$ cat config.mk
export PLATFORM = sky130hd
export DESIGN_NAME = victim_cache_ctrl
export DESIGN_NICKNAME = d
export VERILOG_FILES = /design/src/rtl/victim_cache_pkg.sv /design/src/rtl/victim_repl_ptr.sv /design/src/rtl/victim_cache_ctrl.sv
export SDC_FILE = /design/constraint.sdc
export NUM_CORES = 1
export LEC_CHECK = 0
export CAP_MARGIN = 10
export CORE_ASPECT_RATIO = 1.75
export CORE_UTILIZATION = 40
export DETAILED_ROUTE_END_ITERATION = 6
export HOLD_SLACK_MARGIN = 0.03
export PLACE_DENSITY = 0.75
export SKIP_LAST_GASP = 1
export SYNTH_ARGS = -nofsm -noshare
export SYNTH_HDL_FRONTEND = slang
export SYNTH_SLANG_ARGS = --single-unit
$ cat constraint.sdc
create_clock -name clk -period 1.85 [get_ports clk]
set_input_delay 0.555 -clock clk [delete_from_list [all_inputs] [get_ports clk]]
set_output_delay 0.555 -clock clk [all_outputs]
set_load 0.03 [all_outputs]
$ cat src/rtl/victim_cache_pkg.sv
// Shared types for the victim cache controller: FSM state encoding and way index type.
package victim_cache_pkg;

    localparam int VC_TAG_WIDTH = 4;
    localparam int VC_NUM_WAYS  = 4;
    localparam int VC_WAY_W     = $clog2(VC_NUM_WAYS);

    typedef logic [VC_WAY_W-1:0] way_idx_t;

    typedef enum logic [3:0] {
        IDLE,
        LK_ISSUE,
        LK_EVAL,
        LK_INV,
        INS_RD,
        INS_EVAL,
        INS_WB,
        INS_WR,
        INS_DIRTY
    } vc_state_e;

    // A victim needs a writeback only if it holds live, modified data.
    function automatic logic needs_writeback(input logic valid, input logic dirty);
        return valid & dirty;
    endfunction

endpackage

$ cat src/rtl/victim_repl_ptr.sv
// Round-robin replacement pointer: a modulo-NUM_WAYS counter that steps on advance.
module victim_repl_ptr #(
    parameter  int NUM_WAYS = 4,
    localparam int WAY_W    = $clog2(NUM_WAYS)
) (
    input  logic             clk,
    input  logic             rst_n,
    input  logic             advance,
    output logic [WAY_W-1:0] ptr
);

    always_ff @(posedge clk or negedge rst_n) begin
        if (!rst_n) begin
            ptr <= '0;
        end else if (advance) begin
            ptr <= (ptr == WAY_W'(NUM_WAYS - 1)) ? '0 : ptr + 1'b1;
        end
    end

endmodule

$ cat src/rtl/victim_cache_ctrl.sv
// Victim cache tag-store sequencer: serialises L1-miss lookups and L1-evict inserts,
// chooses victims round-robin and hands dirty victims to the writeback path.
module victim_cache_ctrl
    import victim_cache_pkg::*;
#(
    parameter  int TAG_WIDTH = VC_TAG_WIDTH,
    parameter  int NUM_WAYS  = VC_NUM_WAYS,
    localparam int WAY_W     = $clog2(NUM_WAYS)
) (
    input  logic                 clk,
    input  logic                 rst_n,
    input  logic                 req_valid,
    output logic                 req_ready,
    input  logic [TAG_WIDTH-1:0] req_tag,
    output logic                 resp_valid,
    output logic                 resp_hit,
    output logic [WAY_W-1:0]     resp_way,
    input  logic                 ins_valid,
    output logic                 ins_ready,
    input  logic [TAG_WIDTH-1:0] ins_tag,
    input  logic                 ins_dirty,
    output logic                 wb_valid,
    input  logic                 wb_ready,
    output logic [TAG_WIDTH-1:0] wb_tag,
    output logic [WAY_W-1:0]     wb_way,
    output logic                 ts_write_en,
    output logic                 ts_read_en,
    output logic                 ts_lookup_en,
    output logic                 ts_valid_clear,
    output logic                 ts_dirty_set,
    output logic                 ts_dirty_clear,
    output logic [TAG_WIDTH-1:0] ts_tag,
    output logic [WAY_W-1:0]     ts_way,
    input  logic                 ts_hit,
    input  logic [WAY_W-1:0]     ts_hit_way,
    input  logic                 ts_valid_read,
    input  logic                 ts_dirty_read,
    input  logic [TAG_WIDTH-1:0] ts_tag_read
);

    vc_state_e        state;
    logic [WAY_W-1:0] repl_ptr;
    logic             ins_dirty_q;
    logic             lk_accept;
    logic             ins_accept;

    victim_repl_ptr #(.NUM_WAYS(NUM_WAYS)) u_repl_ptr (
        .clk     (clk),
        .rst_n   (rst_n),
        .advance (state == INS_WR),
        .ptr     (repl_ptr)
    );

    // Lookups take priority over inserts when both arrive in the same idle cycle.
    assign req_ready  = rst_n && (state == IDLE);
    assign ins_ready  = req_ready && !req_valid;
    assign lk_accept  = req_valid && req_ready;
    assign ins_accept = ins_valid && ins_ready;

    // A miss is only known once the tag store answers, so it is reported in LK_EVAL directly.
    assign resp_valid = ((state == LK_EVAL) && !ts_hit) || (state == LK_INV);
    assign resp_hit   = (state == LK_INV);
    assign resp_way   = (state == LK_INV) ? ts_way : '0;

    assign ts_dirty_clear = 1'b0;

    always_ff @(posedge clk or negedge rst_n) begin
        if (!rst_n) begin
            state          <= IDLE;
            ins_dirty_q    <= 1'b0;
            wb_valid       <= 1'b0;
            wb_tag         <= '0;
            wb_way         <= '0;
            ts_write_en    <= 1'b0;
            ts_read_en     <= 1'b0;
            ts_lookup_en   <= 1'b0;
            ts_valid_clear <= 1'b0;
            ts_dirty_set   <= 1'b0;
            ts_tag         <= '0;
            ts_way         <= '0;
        end else begin
            ts_write_en    <= 1'b0;
            ts_read_en     <= 1'b0;
            ts_lookup_en   <= 1'b0;
            ts_valid_clear <= 1'b0;
            ts_dirty_set   <= 1'b0;

            case (state)
                IDLE: begin
                    if (lk_accept) begin
                        state        <= LK_ISSUE;
                        ts_lookup_en <= 1'b1;
                        ts_tag       <= req_tag;
                        ts_way       <= '0;
                    end else if (ins_accept) begin
                        state       <= INS_RD;
                        ts_read_en  <= 1'b1;
                        ts_tag      <= ins_tag;
                        ts_way      <= repl_ptr;
                        ins_dirty_q <= ins_dirty;
                    end
                end

                LK_ISSUE: state <= LK_EVAL;

                // The cache is exclusive: a hit line returns to L1 and leaves this store.
                LK_EVAL: begin
                    if (ts_hit) begin
                        state          <= LK_INV;
                        ts_way         <= ts_hit_way;
                        ts_valid_clear <= 1'b1;
                    end else begin
                        state  <= IDLE;
                        ts_tag <= '0;
                        ts_way <= '0;
                    end
                end

                LK_INV: begin
                    state  <= IDLE;
                    ts_tag <= '0;
                    ts_way <= '0;
                end

                INS_RD: state <= INS_EVAL;

                INS_EVAL: begin
                    if (needs_writeback(ts_valid_read, ts_dirty_read)) begin
                        state    <= INS_WB;
                        wb_valid <= 1'b1;
                        wb_tag   <= ts_tag_read;
                        wb_way   <= repl_ptr;
                    end else begin
                        state       <= INS_WR;
                        ts_write_en <= 1'b1;
                    end
                end

                // The victim is overwritten only after the writeback path has taken it.
                INS_WB: begin
                    if (wb_ready) begin
                        state       <= INS_WR;
                        wb_valid    <= 1'b0;
                        wb_tag      <= '0;
                        wb_way      <= '0;
                        ts_write_en <= 1'b1;
                    end
                end

                INS_WR: begin
                    ins_dirty_q <= 1'b0;
                    if (ins_dirty_q) begin
                        state        <= INS_DIRTY;
                        ts_dirty_set <= 1'b1;
                    end else begin
                        state  <= IDLE;
                        ts_tag <= '0;
                        ts_way <= '0;
                    end
                end

                INS_DIRTY: begin
                    state  <= IDLE;
                    ts_tag <= '0;
                    ts_way <= '0;
                end

                default: begin
                    state  <= IDLE;
                    ts_tag <= '0;
                    ts_way <= '0;
                end
            endcase
        end
    end

endmodule

# Yosys cells after proc, flatten, opt, wreduce, memory -nomap -nowiden
# Cells that the tools add are included.
[classes]
magnitude_cmp = 0
n_addsub = 1
reduce_logical = 17
muxes = 43
n_mul = 0
n_eq_ne = 15
div = 0
n_bitwise = 2
n_shift = 0
[ops]
columns = ["operator", "n"]
rows = [
  ["4-bit 2-to-1 mux", 10],
  ["4-bit one-hot mux with 7 select lines", 1],
  ["2-bit 2-to-1 mux", 9],
  ["4-bit by 3-bit equality test with 1-bit output (second input constant)", 4],
  ["1-bit 2-to-1 mux", 16],
  ["4-bit one-hot mux with 4 select lines", 1],
  ["2-bit != test (second input constant)", 6],
  ["3-bit AND reduction", 3],
  ["4-bit by 2-bit equality test with 1-bit output (second input constant)", 2],
  ["2-bit one-hot mux with 4 select lines", 1],
  ["4-bit one-hot mux with 2 select lines", 1],
  ["1-bit one-hot mux with 2 select lines", 3],
  ["1-bit logical AND", 5],
  ["4-bit by 1-bit equality test with 1-bit output (second input constant)", 1],
  ["4-bit zero test", 1],
  ["2-bit one-hot mux with 2 select lines", 1],
  ["4-bit AND reduction", 1],
  ["2-bit nonzero test", 2],
  ["4-bit OR reduction", 1],
  ["3-bit != test (second input constant)", 1],
  ["2-bit by 1-bit adder with 2-bit output (second input constant)", 1],
  ["2-bit equality test (second input constant)", 1],
  ["1-bit zero test", 2],
  ["2-bit AND reduction", 1],
  ["3 further kinds", 3],
]
[totals]
latch_bits = 0
ff_bits = 25
n_memories = 0
mem_bits_ro = 0
elab_cells = 91
ram_bits = 0
in_bits = 23

# Logic depth before layout (Yosys ltp)
[logic_depth]
ltp_word = 7
depth_mapped = 5
ltp_nobuf = 4

# Hierarchy
# From an unflattened synthesis, not the netlist that was laid out.
[hier_totals]
cells_unflattened = 106
area_unflattened_um2 = 1208.7
[by_module_without_submodules]
columns = ["module", "seq_area_each_um2", "area_per_inst_um2", "cells_each", "n_inst"]
rows = [
  ["victim_cache_ctrl", 575.6, 1119.8, 100, 1],
  ["victim_repl_ptr", 50.0, 88.8, 6, 1],
]

# Worst setup path after synthesis
# Ideal clock, no wire load.
[synth_timing]
path_type = "register to output"
from = "reg state[0]"
to = "out resp_way[0]"
setup_slack_ps = -378
n_path_buf = 0
t_arrival_ps = 1673
t_required_ps = 1295
stages_incl_launch_ff = 4
path_cell_list = "dfrtp_1 > nand2_1 > nor3_1 > and2_1"
[synth_via]
elab_chain_cells = 2
[synth_rtl]
columns = ["element", "line", "rtl"]
rows = [
  ["from (decl)", "victim_cache_ctrl.sv:41", "vc_state_e state;"],
  ["from (signal assigned)", "victim_cache_ctrl.sv:69", "state <= IDLE;"],
  ["from (signal assigned)", "victim_cache_ctrl.sv:91", "state <= LK_ISSUE;"],
  ["from (signal assigned)", "victim_cache_ctrl.sv:96", "state <= INS_RD;"],
  ["4-bit by 2-bit equality test with 1-bit output", "-", ""],
  ["via resp_hit", "victim_cache_ctrl.sv:16", "output logic resp_hit,"],
  ["2-bit 2-to-1 mux", "victim_cache_ctrl.sv:63", "assign resp_way = (state == LK_INV) ? ts_way : '0;"],
  ["to (decl)", "victim_cache_ctrl.sv:17", "output logic [WAY_W-1:0] resp_way,"],
]
# The timed path passes the listed nets, and every way through them passes these cells.

# Final worst setup path
[layout_timing]
from = "reg state[0]"
to = "out resp_way[0]"
[layout_via]
elab_chain_cells = 2
[layout_rtl]
columns = ["element", "line"]
rows = [
  ["4-bit by 2-bit equality test with 1-bit output", "victim_cache_ctrl.sv:63"],
  ["2-bit 2-to-1 mux", "victim_cache_ctrl.sv:63"],
]
# Every way passes these cells.

==> qor.csv <==
metric,value,unit
Die W,43.3,µm
CP endpoint kind,output port,
Clock power frac,0.130,
clock sinks,25,
maxcap violations,0,
vias in the first global route,1119,
NumNets Final,194,
area delta synth->final,58.3,%
setup TNS,-0.552,ns
worst IR drop on VDD,1.33,mV
Tcrit/Tclk final,1.07,
min Tclk post-route,1.99,ns
Flop pwr share,0.310,
routed len/inst,16.6,µm
"Seq/Total Area, Yosys",0.524,
clk_lat worst skew,0.27,ns
violated checks,negative setup slack,
RD Place Congestion,0.805,
die height,74.3,µm
Lkg Pwr,0.987,nW
post-layout util,0.686,
Via Count,1063,
maximum fanout along the worst path,8,
CP Class,reg2out,
DP Wirelength,2480,µm
synth warn,0,
total CTS buffers,3,
final hold viol count,0,
post-synth top area share,0.524,
final wirelength,3250,µm
Sw Pwr,1.12,mW
Area contributors post-synth,"dfrtp_1 (52%), a22o_1 (8.1%), nand2_1 (4.4%), mux2_1 (3.8%), mux2_2 (3.8%)",
Unique masters post-synth,31,
setup ws final,-0.138,ns
Synthesized Nets,131,
Clock Tree Buf Depth,2,
die footprint,3220,µm²
Yosys top cell by area,dfrtp_1,
IO Count,48,
Via-to-Cell Ratio,5.42,
share of post-route cells with drive strength above 1,0.272,
Worst Hold Class,in2async,
Worst setup SP type,flop,
pre-CTS setup slack,-0.239,ns
Detailed Route Iter0 Violations,34,
# H-tree levels,1,
reg2reg start,state[1]$_DFFE_PN0P_,
r2r worst-path depth,5,
# DRC,0,
Crit path required time,1.29,ns
max-slew violations,0,
Tot Pwr,2.65,mW
Gate power share,0.560,
clk_skew,0.00773,ns
cells after synthesis,107,
"Async S/R FF share, synth",1.00,
mean area per synthesized cell,11.2,µm²
Core Area,2750,µm²
pin count of the biggest net entering global routing,20,
mapped cell area,1190,µm²
RSZ-0062 raised after global routing,yes,
final non-filler cell total,196,
ANT cells,0,
"EDFF count, synth",0,
top_reg_cell synth,dfrtp_1,
port buffer count,46,
Routed Antenna Nets,0,
hold slack,0.428,ns
grt total ovfl,0,
Site Rows,25,
Starting Density,0.434,
Root Driver,clkbuf_8,
CTS Hold Buffers Added,0,
cell area after layout,1890,µm²
switching share of power,0.423,
CTS tree,built,
r2r setup slk,0.05,ns
placed insts,190,
post-place instance area,1760,µm²
Yosys reg bits,25,
Int Pwr,1.53,mW
Worst-path clk slew,0.09,ns
GRT Total Usage,0.212,
Final Setup Violations,5,
Max Fclk,0.503,GHz
first-pass detailed-route iteration total,4,
first-pass GRT wire length,5140,µm
pwr dens,1400,nW/µm²
status,"finished, violations left",
initial antenna violation count,0,
Reg-to-Reg End,ts_tag[1]$_DFFE_PN0P_,
arrival time worst endpoint,1.43,ns
==> worst max-delay path, stage by stage (launching register included) <==
cell,delay (ns)
dfrtp_1,0.38
buf_4,0.19
nand2_4,0.07
nor3_4,0.22
and2_4,0.17
buf_6,0.12
==> cell families (layout without fill, tap and decap cells) <==
family          after synthesis  after routing  share of synthesized area
simple gates                 42             42                      0.198
flops                        25             25                      0.524
compound gates               24             24                      0.155
mux                           9              9                     0.0839
buf+inv                       5             67                     0.0252
fa+ha+maj                     1              1                     0.0105
other cells                   1              1                    0.00314
==> power groups by stage <==
stage          clock [mW]  combinational, mW  sequential, mW
2_1_floorplan           0              0.672            1.03
3_3_place_gp            0               1.37           0.818
3_5_place_dp            0               1.40           0.831
4_1_cts             0.344               1.43           0.825
5_1_grt             0.368               1.58           0.847
6_report            0.345               1.48           0.821
==> cells in the final DEF (no fill, tap or decap), types with 2 or more instances in the layout <==
cell and n:
nand2_1 10, nor2_1 4, nand2b_1 4, o21ai_0 4
and2_1 2, buf_4 16, dfrtp_1 25, buf_6 5
mux2_2 4, nor2b_1 2, nand2_2 2, clkdlybuf4s50_1 23
clkbuf_8 3, a21oi_1 5, mux2_1 4, nor2_4 3
and2_4 2, dlygate4sd2_1 14, a22o_1 11, dlymetal6s2s_1 3
nand2_4 2, inv_1 2
==> metal layers <==
layer | share of wire | track usage
met1 | 0.37 | 0.230
met2 | 0.59 | 0.415
met3 | 0.020 | 0.0194
met4 | 0.018 | 0.0741
met5 | 0 | 0
==> what timing repair did <==
item / CTS / global route
pin swaps: 3 / 5
setup buffers: 1 / 2
gates resized for setup: 27 / 11
gates cloned: 0 / 0
endpoints found under the setup margin: 17 / 11
==> state kept, by name (all words and copies together) (netlist names) <==
name,count
ins_dirty_q,1
state,4
ts_dirty_set,1
ts_lookup_en,1
ts_read_en,1
ts_tag,4
ts_valid_clear,1
ts_way,2
ts_write_en,1
u_repl_ptr.ptr,2
wb_tag,4
wb_valid,1
wb_way,2
==> how the worst max path moves through the flow <==
stage                             to  depth (start not counted)                 start
2_1_floorplan              ins_ready                          4  state[1]$_DFFE_PN0P_
3_3_place_gp   ts_tag[0]$_DFFE_PN0P_                          5                ts_hit
3_5_place_dp   ts_tag[2]$_DFFE_PN0P_                          6                 rst_n
4_1_cts                    ins_ready                          5  state[2]$_DFFE_PN0P_
5_1_grt                    ins_ready                          5  state[0]$_DFFE_PN0P_
6_report                 resp_way[0]                          5  state[0]$_DFFE_PN0P_
==> area by class of cell <==
type,instances,area (µm²)
Clock buffer,3,41.3
Clock inverter,1,8.76
Fill cell,237,863
Inverter,2,7.51
Multi-Input combinational cell,77,606
Sequential cell,25,626
Tap cell,27,33.8
Timing Repair Buffer,61,567
==> synth_stat cells, drive strengths merged (2+ instances only) <==
master  instances
dfrtp          25
nand2          14
a22o           11
mux2            8
nor2            8
a21oi           6
and2            4
nand2b          4
o21ai           4
nor2b           3
nor3            3
buf             2
inv             2
Power figures use the tool's default switching activity.
